**config.mk**
```make
export PLATFORM = sky130hd
export DESIGN_NAME = uart_txrx
export DESIGN_NICKNAME = d
export VERILOG_FILES = /design/src/rtl/uart_pkg.sv /design/src/rtl/uart_bit_timer.sv /design/src/rtl/uart_txrx.sv
export SDC_FILE = /design/constraint.sdc
export NUM_CORES = 1
export LEC_CHECK = 0
export ABC_AREA = 1
export CELL_PAD_IN_SITES_DETAIL_PLACEMENT = 1
export CELL_PAD_IN_SITES_GLOBAL_PLACEMENT = 1
export CORE_UTILIZATION = 42
export DETAILED_ROUTE_END_ITERATION = 6
export GPL_ROUTABILITY_DRIVEN = 0
export PLACE_DENSITY_LB_ADDON = 0.12
export SLEW_MARGIN = 10
export SYNTH_ARGS = -nofsm -noshare
export SYNTH_HDL_FRONTEND = slang
export SYNTH_HIERARCHICAL = 1
export SYNTH_SLANG_ARGS = --single-unit
```
**constraint.sdc**
```tcl
create_clock -name i_SysClock -period 2 [get_ports i_SysClock]
set_input_delay 0.4 -clock i_SysClock [delete_from_list [all_inputs] [get_ports i_SysClock]]
set_output_delay 0.4 -clock i_SysClock [all_outputs]
set_load 0.01 [all_outputs]
```
**src/rtl/uart_pkg.sv**
```systemverilog
// Shared FSM state types, frame constants and baud-divider helper for uart_txrx.
// Used by uart_txrx and uart_bit_timer via import uart_pkg::*.
package uart_pkg;

    localparam int DATA_BITS = 8;
    localparam int STOP_BITS = 1;

    typedef enum logic [2:0] {
        TX_IDLE,
        TX_START,
        TX_DATA,
        TX_STOP,
        TX_DONE
    } txState_e;

    typedef enum logic [2:0] {
        RX_IDLE,
        RX_START,
        RX_DATA,
        RX_STOP,
        RX_CLEANUP
    } rxState_e;

    // Integer division: the bit period is truncated, never rounded up.
    function automatic int clks_per_bit(input int sys_clock, input int baud);
        return sys_clock / baud;
    endfunction

endpackage

```
**src/rtl/uart_bit_timer.sv**
```systemverilog
// Bit-period down-counter: tick_o marks the end of a full bit period, or the
// half-bit point when half_i is set. Reloads on clear_i and on every tick.
module uart_bit_timer
    import uart_pkg::*;
#(
    parameter int CLKS_PER_BIT = 434
) (
    input  logic clock_i,
    input  logic reset_i,
    input  logic clear_i,
    input  logic half_i,
    output logic tick_o
);

    localparam int CW = $clog2(CLKS_PER_BIT) + 1;
    localparam logic [CW-1:0] FULL_LOAD = CW'(CLKS_PER_BIT - 1);
    // Reached after CLKS_PER_BIT/2 cycles counted down from FULL_LOAD.
    localparam logic [CW-1:0] HALF_MARK = CW'(CLKS_PER_BIT - CLKS_PER_BIT / 2);

    logic [CW-1:0] count_q, count_d;

    always_comb begin
        tick_o  = half_i ? (count_q == HALF_MARK) : (count_q == '0);
        count_d = count_q - CW'(1);
        if (clear_i || tick_o) begin
            count_d = FULL_LOAD;
        end
    end

    always_ff @(posedge clock_i) begin
        if (reset_i) begin
            count_q <= FULL_LOAD;
        end else begin
            count_q <= count_d;
        end
    end

endmodule

```
**src/rtl/uart_txrx.sv**
```systemverilog
// uart_txrx: full-duplex 8N1 UART with independent TX/RX FSMs and an RX synchronizer.
// Optional: define UART_FRAME_ERR_EN to add o_RxFrameErr (sampled stop bit was 0).
module uart_txrx
    import uart_pkg::*;
#(
    parameter int SYS_CLOCK     = 50000000,
    parameter int UART_BAUDRATE = 115200
) (
    input  logic       i_SysClock,
    input  logic       i_Reset,
    input  logic       i_TxValid,
    input  logic [7:0] i_TxByte,
    output logic       o_TxSerial,
    output logic       o_TxDone,
    input  logic       i_RxSerial,
    output logic [7:0] o_RxByte,
    output logic       o_RxDone
`ifdef UART_FRAME_ERR_EN
    ,
    output logic       o_RxFrameErr
`endif
);

    localparam int CLKS_PER_BIT = clks_per_bit(SYS_CLOCK, UART_BAUDRATE);
    localparam logic [2:0] LAST_DATA = 3'(DATA_BITS - 1);
    localparam logic [2:0] LAST_STOP = 3'(STOP_BITS - 1);

    txState_e   txState_q, txState_d;
    logic [7:0] txShift_q, txShift_d;
    logic [2:0] txBitCnt_q, txBitCnt_d;
    logic       txSerial_q, txSerial_d;
    logic       txTick;

    rxState_e   rxState_q, rxState_d;
    logic       rxSync1_q, rxSync2_q;
    logic [7:0] rxShift_q, rxShift_d;
    logic [2:0] rxBitCnt_q, rxBitCnt_d;
    logic [7:0] rxByte_q, rxByte_d;
    logic       rxDone_q, rxDone_d;
    logic       rxTick;
`ifdef UART_FRAME_ERR_EN
    logic       stopBit_q, stopBit_d;
    logic       frameErr_q, frameErr_d;
`endif

    uart_bit_timer #(.CLKS_PER_BIT(CLKS_PER_BIT)) u_txTimer (
        .clock_i (i_SysClock),
        .reset_i (i_Reset),
        .clear_i (txState_q == TX_IDLE),
        .half_i  (1'b0),
        .tick_o  (txTick)
    );

    // START and CLEANUP time half a bit; the START half-tick recentres sampling mid-bit.
    uart_bit_timer #(.CLKS_PER_BIT(CLKS_PER_BIT)) u_rxTimer (
        .clock_i (i_SysClock),
        .reset_i (i_Reset),
        .clear_i (rxState_q == RX_IDLE),
        .half_i  ((rxState_q == RX_START) || (rxState_q == RX_CLEANUP)),
        .tick_o  (rxTick)
    );

    always_comb begin
        txState_d  = txState_q;
        txShift_d  = txShift_q;
        txBitCnt_d = txBitCnt_q;
        case (txState_q)
            TX_IDLE: begin
                if (i_TxValid) begin
                    txShift_d  = i_TxByte;
                    txBitCnt_d = '0;
                    txState_d  = TX_START;
                end
            end
            TX_START: begin
                if (txTick) txState_d = TX_DATA;
            end
            TX_DATA: begin
                if (txTick) begin
                    txShift_d  = {1'b1, txShift_q[7:1]};
                    txBitCnt_d = txBitCnt_q + 3'd1;
                    if (txBitCnt_q == LAST_DATA) begin
                        txBitCnt_d = '0;
                        txState_d  = TX_STOP;
                    end
                end
            end
            TX_STOP: begin
                if (txTick) begin
                    txBitCnt_d = txBitCnt_q + 3'd1;
                    if (txBitCnt_q == LAST_STOP) begin
                        txBitCnt_d = '0;
                        txState_d  = TX_DONE;
                    end
                end
            end
            TX_DONE:  txState_d = TX_IDLE;
            default:  txState_d = TX_IDLE;
        endcase

        // Line level is registered from the next state so the pin never glitches.
        txSerial_d = 1'b1;
        case (txState_d)
            TX_START: txSerial_d = 1'b0;
            TX_DATA:  txSerial_d = txShift_d[0];
            default:  txSerial_d = 1'b1;
        endcase
    end

    always_ff @(posedge i_SysClock) begin
        if (i_Reset) begin
            txState_q  <= TX_IDLE;
            txShift_q  <= '0;
            txBitCnt_q <= '0;
            txSerial_q <= 1'b1;
        end else begin
            txState_q  <= txState_d;
            txShift_q  <= txShift_d;
            txBitCnt_q <= txBitCnt_d;
            txSerial_q <= txSerial_d;
        end
    end

    assign o_TxSerial = txSerial_q;
    assign o_TxDone   = (txState_q == TX_DONE);

    always_comb begin
        rxState_d  = rxState_q;
        rxShift_d  = rxShift_q;
        rxBitCnt_d = rxBitCnt_q;
        rxByte_d   = rxByte_q;
        rxDone_d   = 1'b0;
`ifdef UART_FRAME_ERR_EN
        stopBit_d  = stopBit_q;
        frameErr_d = frameErr_q;
`endif
        case (rxState_q)
            RX_IDLE: begin
                if (!rxSync2_q) rxState_d = RX_START;
            end
            RX_START: begin
                if (rxTick) begin
                    if (!rxSync2_q) begin
                        rxBitCnt_d = '0;
                        rxState_d  = RX_DATA;
                    end else begin
                        rxState_d  = RX_IDLE;
                    end
                end
            end
            RX_DATA: begin
                if (rxTick) begin
                    rxShift_d  = {rxSync2_q, rxShift_q[7:1]};
                    rxBitCnt_d = rxBitCnt_q + 3'd1;
                    if (rxBitCnt_q == LAST_DATA) begin
                        rxBitCnt_d = '0;
                        rxState_d  = RX_STOP;
                    end
                end
            end
            RX_STOP: begin
                if (rxTick) begin
`ifdef UART_FRAME_ERR_EN
                    stopBit_d = rxSync2_q;
`endif
                    rxState_d = RX_CLEANUP;
                end
            end
            RX_CLEANUP: begin
                if (rxTick) begin
                    rxByte_d  = rxShift_q;
                    rxDone_d  = 1'b1;
`ifdef UART_FRAME_ERR_EN
                    frameErr_d = ~stopBit_q;
`endif
                    rxState_d = RX_IDLE;
                end
            end
            default: rxState_d = RX_IDLE;
        endcase
    end

    // Two-flop synchronizer resets to the idle (high) line level.
    always_ff @(posedge i_SysClock) begin
        if (i_Reset) begin
            rxSync1_q  <= 1'b1;
            rxSync2_q  <= 1'b1;
            rxState_q  <= RX_IDLE;
            rxShift_q  <= '0;
            rxBitCnt_q <= '0;
            rxByte_q   <= '0;
            rxDone_q   <= 1'b0;
`ifdef UART_FRAME_ERR_EN
            stopBit_q  <= 1'b1;
            frameErr_q <= 1'b0;
`endif
        end else begin
            rxSync1_q  <= i_RxSerial;
            rxSync2_q  <= rxSync1_q;
            rxState_q  <= rxState_d;
            rxShift_q  <= rxShift_d;
            rxBitCnt_q <= rxBitCnt_d;
            rxByte_q   <= rxByte_d;
            rxDone_q   <= rxDone_d;
`ifdef UART_FRAME_ERR_EN
            stopBit_q  <= stopBit_d;
            frameErr_q <= frameErr_d;
`endif
        end
    end

    assign o_RxByte = rxByte_q;
    assign o_RxDone = rxDone_q;
`ifdef UART_FRAME_ERR_EN
    assign o_RxFrameErr = frameErr_q;
`endif

endmodule

```
==> results.sh, run 1 <==
export IMPL_status="complete, no violations"
export IMPL_yosys_cell_types_count=32
export IMPL_design_area_um2=3540
export IMPL_num_antenna_cells=0
export IMPL_worstPathMaxFanout=4
export IMPL_dr_total_vias=2584
export IMPL_via_per_inst=4.88
export IMPL_cp_arrival_ps=2080
export IMPL_grt_pass1_vias=2648
export IMPL_slew_limit_headroom_pct=66.3
export IMPL_rsz0062_at_grt="false"
export IMPL_wl_met3_um=173
export IMPL_path_clk_slew_ps=80
export IMPL_fin_crit_ps=1810
export IMPL_antenna_found_initial=0
export IMPL_area_delta_synth_final_pct=20.8
export IMPL_ant_nets=0
export IMPL_synthesis_instances=407
export IMPL_die_area_um2=7320
export IMPL_initial_core_util_pct=43.4
export IMPL_layout_setup_ws_ps=193
export IMPL_ys_ff_latch=60
export IMPL_cp_end_kind="register"
export IMPL_drive_gt1_share_pct=15.3
export IMPL_cts_tree="yes"
export IMPL_grtUsageTotal_pct=20.5
export IMPL_wl_met2_um=3170
export IMPL_root_buffer="clkbuf_8"
export IMPL_cts_sinks=60
export IMPL_tightest_slew_ps=503
export IMPL_intPower_mw=2.20
export IMPL_fin_skew_ps=8.29
export IMPL_dp_slack_ps=-1.99
export IMPL_cts_made_buffers=9
export IMPL_dpl_cell_count=514
export IMPL_wl_per_cell_um=12.7
export IMPL_ys_seq_area_share_pct=41.0
export IMPL_io_pins=23
export IMPL_htreeDepth=3
export IMPL_peakVddDrop_mv=0.389
export IMPL_rows=30
export IMPL_drc_errors=0
export IMPL_power_share_clock_pct=38.9
export IMPL_highest_layer="met4"
export IMPL_swShare_pct=30.5
export IMPL_avgSynthCellArea_um2=7.21
export IMPL_post_route_period_util_pct=90.3
export IMPL_critPathLaunchType="register"
export IMPL_grt_pass1_wl_um=11900
export IMPL_crit_required_ps=2270
export IMPL_post_cts_buffers=0
export IMPL_fillers=871
export IMPL_wl_met1_um=3280
export IMPL_clk_latency_ps=340
export IMPL_yosys_warnings=6
export IMPL_power_density_nw_per_um2=893
export IMPL_place_area_um2=3290
export IMPL_drv_cap=0
export IMPL_p_leak_nw=1.50
export IMPL_hpwl_um=5000
export IMPL_worst_setup_path_type="reg2reg"
export IMPL_drt_first_pass_iters=4
export IMPL_netlist_area_um2=2930
export IMPL_tns_ps=0
export IMPL_synthArstFlopShare_pct=0
export IMPL_final_max_slew_viol_count=0
export IMPL_final_cells=530
export IMPL_die_h_um=85.6
export IMPL_regArea_um2=1200
export IMPL_die_x_um=85.6
export IMPL_core_area_um2=6760
export IMPL_finalHoldViolCount=0
export IMPL_power_switching_mw=0.963
export IMPL_ys_flop_type="dfxtp_1"
export IMPL_holdWs_ps=424
export IMPL_finalSetupViolCount=0
export IMPL_holdBufCountCts=0
export IMPL_min_path_type="reg2reg"
export IMPL_p_seq_share_pct=41.7
export IMPL_io_buffer_count=22
export IMPL_drt_wl_total_um=6740
export IMPL_synth_edf_count=0
export IMPL_grt_max_degree=23
export IMPL_nets=466
export IMPL_fmax_ghz=0.553
export IMPL_pwr_share_comb_pct=19.3
export IMPL_grt_overflow_total=0
export IMPL_multiInputGateArea_um2=1520
export IMPL_drtIter0Drc=64
export IMPL_clk_path_buf_depth=2
## power by group through the flow
| stage | clock network (mW) | logic (mW) | registers (mW) |
|---|---|---|---|
| finish | 1.23 | 0.611 | 1.32 |
| global route | 1.33 | 0.703 | 1.33 |
| CTS | 1.27 | 0.610 | 1.31 |
| detailed placement | 0 | 0.607 | 1.34 |
| global placement | 0 | 0.593 | 1.34 |
| floorplan | 0 | 0.457 | 1.34 |
## metal layers
| layer | vias up | GRT usage (%) |
|---|---|---|
| li1 | 1368 | - |
| met1 | 1182 | 26.3 |
| met2 | 26 | 33.7 |
| met3 | 8 | 4.04 |
| met4 | 0 | 9.09 |
| met5 | - | 0 |
## placed cells by master, fill, tap and decap left out, types with 3 or more instances in the layout
cell type and instances:
a21oi_1 29, buf_4 11, clkbuf_8 9, clkdlybuf4s50_1 21, dfxtp_1 58, ha_1 7, inv_1 38, inv_2 9
nand2_1 79, nand2_2 4, nand2_4 3, nand3_1 34, nand4_1 4, nor2_1 67, nor2_2 8, nor2_4 3
o21ai_0 21, o21ai_1 3, xnor2_1 6, xor2_1 6
## area by class of cell
type                            instances  area share, %
Inverter                               48           5.16
Multi-Input combinational cell        292           42.8
Timing Repair Buffer                   34           8.93
Sequential cell                        60           34.0
Tap cell                               80           2.82
Clock inverter                          7           2.79
Clock buffer                            9           3.50
## cells in the mapped netlist (2+ instances only)
cell type / n / area [um2]
a21oi_1: 29 / 145
buf_2: 2 / 10.0
buf_4: 2 / 15.0
buf_6: 2 / 22.5
clkbuf_1: 2 / 7.51
dfxtp_1: 60 / 1200
ha_1: 9 / 113
inv_1: 43 / 161
inv_2: 5 / 18.8
nand2_1: 79 / 297
nand2_2: 4 / 25.0
nand2_4: 3 / 33.8
nand3_1: 34 / 170
nand3_4: 2 / 35.0
nand4_1: 4 / 25.0
nand4_2: 2 / 25.0
nor2_1: 70 / 263
nor2_2: 6 / 37.5
nor2_4: 2 / 22.5
o21ai_0: 21 / 105
o21ai_1: 3 / 15.0
o21ai_2: 2 / 17.5
or2_2: 2 / 12.5
xnor2_1: 6 / 52.6
xor2_1: 6 / 52.6
## cells by family (layout without fill, tap and decap cells)
group	Yosys count	count (layout)	share of synthesized area, %
AO/OA/AOI/OAI	58	58	10.5
XOR/XNOR	12	12	3.58
adder cells (fa/ha/maj)	9	9	3.84
buffers and inverters	56	98	8.02
flip-flops	60	60	41.0
other	1	2	0.128
AND/OR/NAND/NOR	211	211	32.9
## sequential cells by signal, summed over array words and instances (netlist names), 3 cells and up
register,cells
u_rxTimer/count_q,10
txBitCnt_q,3
rxShift_q,8
rxState_q,3
txState_q,3
txShift_q,8
rxBitCnt_q,3
u_txTimer/count_q,10
o_RxByte,8
## final timing paths
path / start / endpoint / slack [ps] / cells past startpoint
max: u_rxTimer/count_q[0] / rxState_q[0] / 190 / 15
max reg2reg: u_rxTimer/count_q[0] / rxState_q[0] / 190 / 15
min reg2reg: rxSync1_q / rxSync2_q / 420 / 1
min: rxSync1_q / rxSync2_q / 420 / 1
## critical path: stages (launching register included)
cell and delay (ps):
dfxtp_2 340, inv_1 80, ha_2 220, nand2_2 90
o21ai_2 160, nand3_4 80, inv_2 70, buf_4 120
inv_1 70, nand4_1 100, nand2_1 60, inv_2 80
nand2_2 60, nand2_1 50, nand2_1 40, nor2_1 100
## repair_timing
item / in CTS / in global routing
resized for setup: 1 / 15
endpoints found under the hold margin: 0 / 0
setup endpoints to repair: 4 / 27
pin swaps: 0 / 2
## metrics by stage
stage	total power, mW	util [%]
after floorplan	1.79	-
after global placement	1.93	48.7
after detailed placement	1.95	48.7
after CTS	3.20	52.0
after global routing	3.36	52.4
final	3.16	52.4
No activity file was read; power rests on OpenSTA's default activity.
==> run 2, diff against run 1 <==
CORE_UTILIZATION = 45   (was 42)
DONT_BUFFER_PORTS = 1   (was unset)
==> run 2 against run 1 <==
Against the previous run:
- flip-flop and latch count unchanged
- critical path depth did not move
- global-route usage increased by 1.4 points
- final cell count decreased by 4.7%
- first-iteration DRC count decreased by 22%
- combinational power grew 1%
- hold slack got worse by 310 ps
- die area decreased by 6.5%
- clock power down 11%
- sequential power is essentially flat
- critical endpoint unchanged
==> results.sh, run 2 (synthesis results as in run 1) <==
export IMPL_grt_max_degree=23
export IMPL_cp_arrival_ps=2140
export IMPL_cts_tree="yes"
export IMPL_via_per_inst=5.12
export IMPL_clk_latency_ps=340
export IMPL_rrSetupSlack_ps=140
export IMPL_nets=444
export IMPL_die_area_um2=6840
export IMPL_worst_setup_path_type="reg2reg"
export IMPL_final_cells=505
export IMPL_r2r_start="u_rxTimer/count_q[0]"
export IMPL_final_max_slew_viol_count=0
export IMPL_crit_required_ps=2280
export IMPL_fmax_ghz=0.539
export IMPL_finalHoldViolCount=0
export IMPL_path_clk_slew_ps=70
export IMPL_io_buffer_count=0
export IMPL_hp_start="i_Reset"
export IMPL_p_leak_nw=1.40
export IMPL_slew_limit_headroom_pct=61.0
export IMPL_crit_path_end="rxState_q[0]"
export IMPL_final_common_cell="nand2_1"
export IMPL_cp_cell_sequence="inv_1 -> ha_1 -> nand2_2 -> o21ai_2 -> nand3_4 -> inv_1 -> buf_4 -> inv_1 -> nand4_1 -> nand2_1 -> inv_2 -> nand2_2 -> nand2_1 -> nand2_1 -> nor2_1"
export IMPL_min_path_type="in2reg"
export IMPL_dpl_cell_count=489
export IMPL_drc_errors=0
export IMPL_mostFrequentLayoutCells="78 x nand2_1, 68 x nor2_1, 59 x dfxtp_1"
export IMPL_critical_path_startpoint="u_rxTimer/count_q[0]"
export IMPL_drv_cap=0
export IMPL_htreeDepth=3
export IMPL_rows=29
export IMPL_worstPathMaxFanout=4
export IMPL_slowest_stage="dfxtp_2"
export IMPL_drtIter0Drc=50
export IMPL_cts_sinks=60
export IMPL_drt_first_pass_iters=4
export IMPL_drt_wl_total_um=6760
export IMPL_antenna_found_initial=0
export IMPL_fin_skew_ps=5.48
export IMPL_root_buffer="clkbuf_8"
export IMPL_post_cts_buffers=0
export IMPL_die_x_um=82.7
export IMPL_grt_pass1_vias=2538
export IMPL_die_h_um=82.7
export IMPL_rsz0062_at_grt="true"
export IMPL_cp_slowest_stage_delay_ps=340
export IMPL_holdBufCountCts=0
export IMPL_peakVddDrop_mv=0.534
export IMPL_critPathLaunchType="register"
export IMPL_dr_total_vias=2586
export IMPL_core_area_um2=6310
export IMPL_grtUsageTotal_pct=21.9
export IMPL_cp_end_kind="register"
export IMPL_holdWs_ps=113
export IMPL_drive_gt1_share_pct=15.4
export IMPL_grt_pass1_wl_um=11100
export IMPL_clk_path_buf_depth=2
export IMPL_area_delta_synth_final_pct=12.6
export IMPL_r2r_end="rxState_q[0]"
export IMPL_tightest_slew_ps=583
export IMPL_top_regs="u_rxTimer/count_q x10, u_txTimer/count_q x10"
export IMPL_initial_core_util_pct=46.5
export IMPL_ant_nets=0
export IMPL_grt_overflow_total=0
export IMPL_tns_ps=0
export IMPL_finalSetupViolCount=0
export IMPL_power_mw=3.03
export IMPL_num_antenna_cells=0
export IMPL_r2r_cells=15
export IMPL_io_pins=23
export IMPL_post_route_period_util_pct=92.8
export IMPL_fin_crit_ps=1860
export IMPL_status="complete, no violations"
export IMPL_hpwl_um=4930
export IMPL_cts_made_buffers=9
export IMPL_wl_per_cell_um=13.4
export IMPL_hold_depth=1
export IMPL_power_density_nw_per_um2=918
run 2: layout make-up:
type	count	area, um2
well taps	77	96.3
fillers	848	3010
multi-input cells	292	1530
flip-flops and latches	60	1200
repair buffers	12	93.8
clock inverters	7	76.3
inverters	48	180
clock buffers	9	124
run 2: how the worst min path moves through the flow:
stage | end | slack (ps)
2_1_floorplan | rxSync2_q | 390
6_report | rxState_q[1] | 110
3_3_place_gp | rxSync2_q | 400
5_1_grt | rxState_q[1] | 100
3_5_place_dp | rxSync2_q | 400
4_1_cts | rxState_q[1] | 100
run 2: report_power, final:
part           switching (mW)  leakage, nW  internal, mW
combinational           0.386        0.813         0.233
clock                   0.521       0.0958         0.580
sequential             0.0582        0.487          1.25
total                   0.965         1.40          2.07
run 2: metrics by stage:
| stage | instance area, um2 | setup slack [ps] | util, % |
|---|---|---|---|
| floorplan | 2940 | 226 | - |
| global placement | 3070 | 189 | 48.6 |
| detailed placement | 3070 | 21.0 | 48.6 |
| CTS | 3270 | 27.3 | 51.8 |
| global route | 3300 | -20.8 | 52.3 |
| finish | 3300 | 145 | 52.3 |
run 2: timing repair:
item / CTS / global route
pin swaps: 0 / 1
gates cloned: 0 / 0
resized for setup: 1 / 13
setup endpoints to repair: 1 / 31
run 2: routing by layer:
layer | track usage, % | up-vias | share of wire [%]
met4 | 10.9 | 0 | 1.5
met1 | 25.3 | 1218 | 45
li1 | - | 1327 | -
met5 | 0 | - | 0
met3 | 6.04 | 10 | 4.0
met2 | 37.0 | 31 | 49
run 2: critical path, delay by kind of cell, from the launching register on:
family,cells,cell delay (ps)
and+or+nand+nor,8,630
buffers and inverters,5,450
DFF,1,340
adders and majority gates,1,190
AOI/OAI and AO/OA,1,180
==> run 3, diff against run 2 <==
CORE_UTILIZATION = 41   (was 45)
clock period = 1.61 ns   (was 2 ns; I/O delays follow)
==> run 3 against run 2 <==
Against the previous run:
- the flow now finishes with violations (setup timing)
- fmax increased by 12%
- global-route usage shrank 0.69 points
- clock skew rose by 5.6 ps
- clock power is 13% higher
- setup slack worse by 190 ps
- hold slack worse by 83 ps
- power increased by 32%
==> results.sh, run 3 (synthesis results as in run 1) <==
export IMPL_io_pins=23
export IMPL_grtUsageTotal_pct=21.2
export IMPL_path_clk_slew_ps=80
export IMPL_area_delta_synth_final_pct=28.2
export IMPL_tns_ps=-63.7
export IMPL_antenna_found_initial=0
export IMPL_layout_setup_ws_ps=-44.2
export IMPL_r2r_end="o_TxSerial"
export IMPL_drt_first_pass_iters=4
export IMPL_mostFrequentLayoutCells="68 x nand2_1, 61 x nor2_1, 51 x dfxtp_1"
export IMPL_rows=30
export IMPL_r2r_start="u_txTimer/count_q[0]"
export IMPL_highest_layer="met4"
export IMPL_grt_pass1_wl_um=12200
export IMPL_final_max_slew_viol_count=0
export IMPL_drt_wl_total_um=7950
export IMPL_clk_path_buf_depth=2
export IMPL_fin_skew_ps=11.1
export IMPL_wl_met3_um=300
export IMPL_wl_met1_um=3430
export IMPL_nets=477
export IMPL_critical_path_startpoint="u_txTimer/count_q[0]"
export IMPL_cts_sinks=60
export IMPL_violations="setup timing"
export IMPL_root_buffer="clkbuf_8"
export IMPL_critPathLaunchType="register"
export IMPL_cts_tree="yes"
export IMPL_min_path_type="in2reg"
export IMPL_p_leak_nw=1.53
export IMPL_design_area_um2=3760
export IMPL_clk_latency_ps=350
export IMPL_final_common_cell="nand2_1"
export IMPL_die_h_um=86.6
export IMPL_drive_gt1_share_pct=31.2
export IMPL_die_x_um=86.6
export IMPL_drtIter0Drc=63
export IMPL_top_regs="u_rxTimer/count_q x10, u_txTimer/count_q x10"
export IMPL_cp_end_kind="register"
export IMPL_wl_per_cell_um=14.3
export IMPL_slew_limit_headroom_pct=53.6
export IMPL_rsz0062_at_grt="true"
export IMPL_peakVddDrop_mv=0.620
export IMPL_fillers=910
export IMPL_power_mw=4.01
export IMPL_initial_core_util_pct=42.7
export IMPL_hpwl_um=5110
export IMPL_fmax_ghz=0.605
export IMPL_worstPathMaxFanout=5
export IMPL_fin_crit_ps=1650
export IMPL_tightest_slew_ps=696
export IMPL_io_buffer_count=0
export IMPL_post_route_period_util_pct=103
export IMPL_finalHoldViolCount=0
export IMPL_holdPathEnd="rxState_q[1]"
export IMPL_power_density_nw_per_um2=1070
export IMPL_cp_arrival_ps=1890
export IMPL_htreeDepth=3
export IMPL_drv_cap=0
export IMPL_rrSetupSlack_ps=-40
export IMPL_holdBufCountCts=0
export IMPL_grt_pass1_vias=2754
export IMPL_grt_max_degree=22
export IMPL_grt_overflow_total=0
export IMPL_worst_setup_path_type="reg2reg"
export IMPL_ant_nets=0
export IMPL_dp_slack_ps=-105
export IMPL_die_area_um2=7500
export IMPL_status="finished with violations"
export IMPL_finalSetupViolCount=2
export IMPL_r2r_cells=13
export IMPL_via_per_inst=4.93
export IMPL_num_antenna_cells=0
export IMPL_cts_made_buffers=9
export IMPL_final_util_pct=54.8
export IMPL_dr_total_vias=2747
export IMPL_crit_required_ps=1850
export IMPL_hp_start="i_Reset"
export IMPL_drc_errors=0
export IMPL_hold_depth=1
export IMPL_wl_met2_um=4050
export IMPL_place_area_um2=3290
export IMPL_core_area_um2=6870
## run 3: cell types whose count changed in the layout (fill, tap and decap cells not counted), sizes merged
cell,previous run,this run
clkinv,3,4
buf,12,44
bufinv,1,0
nand4,6,7
## run 3: final cells by class
class,instances,area [um2],area share (%)
repair buffers,44,342,9.08
flip-flops and latches,60,1210,32.3
well taps,96,120,3.19
clock buffers,9,124,3.29
clock inverters,7,51.3,1.36
inverters,48,195,5.19
multi-input cells,293,1710,45.6
## run 3: worst max path at each step
stage	endpoint	cells past startpoint
after floorplan	o_TxSerial	14
after global placement	o_TxSerial	13
after detailed placement	txBitCnt_q[1]	11
after CTS	o_TxSerial	14
after global routing	o_TxSerial	13
final	o_TxSerial	13
## run 3: worst max-delay path: stages (launching register included)
cell and delay (ps):
dfxtp_2 330, inv_2 80, ha_4 150, nand2_4 60, o21ai_4 150, nand3_4 100
inv_4 100, inv_2 60, nand4_1 100, nand2_2 80, nor2_4 140, nand2_1 80
nand2_1 70, nand2_1 50
## run 3: power by group
part           switching [mW]  internal, mW
logic                   0.648         0.474
registers              0.0844          1.57
clock network           0.674         0.565
## run 3: what timing repair did
action,4_1_cts,5_1_grt
setup buffers,4,4
gates resized for setup,21,59
pin swaps,12,27
setup endpoints to repair,30,35
hold endpoints to repair,0,0
cloned,1,0
## run 3: metal layers
layer | up-vias | global-route usage, %
met1 | 1295 | 24.6
met2 | 40 | 36.4
met4 | 0 | 9.09
met3 | 15 | 6.38
li1 | 1397 | -
met5 | - | 0
## run 3: through the flow
step                      hold WS [ps]  cells
after global placement             396    532
after floorplan                    389    408
after CTS                         23.0    553
final                             29.8    557
after detailed placement           400    532
after global routing              13.6    557
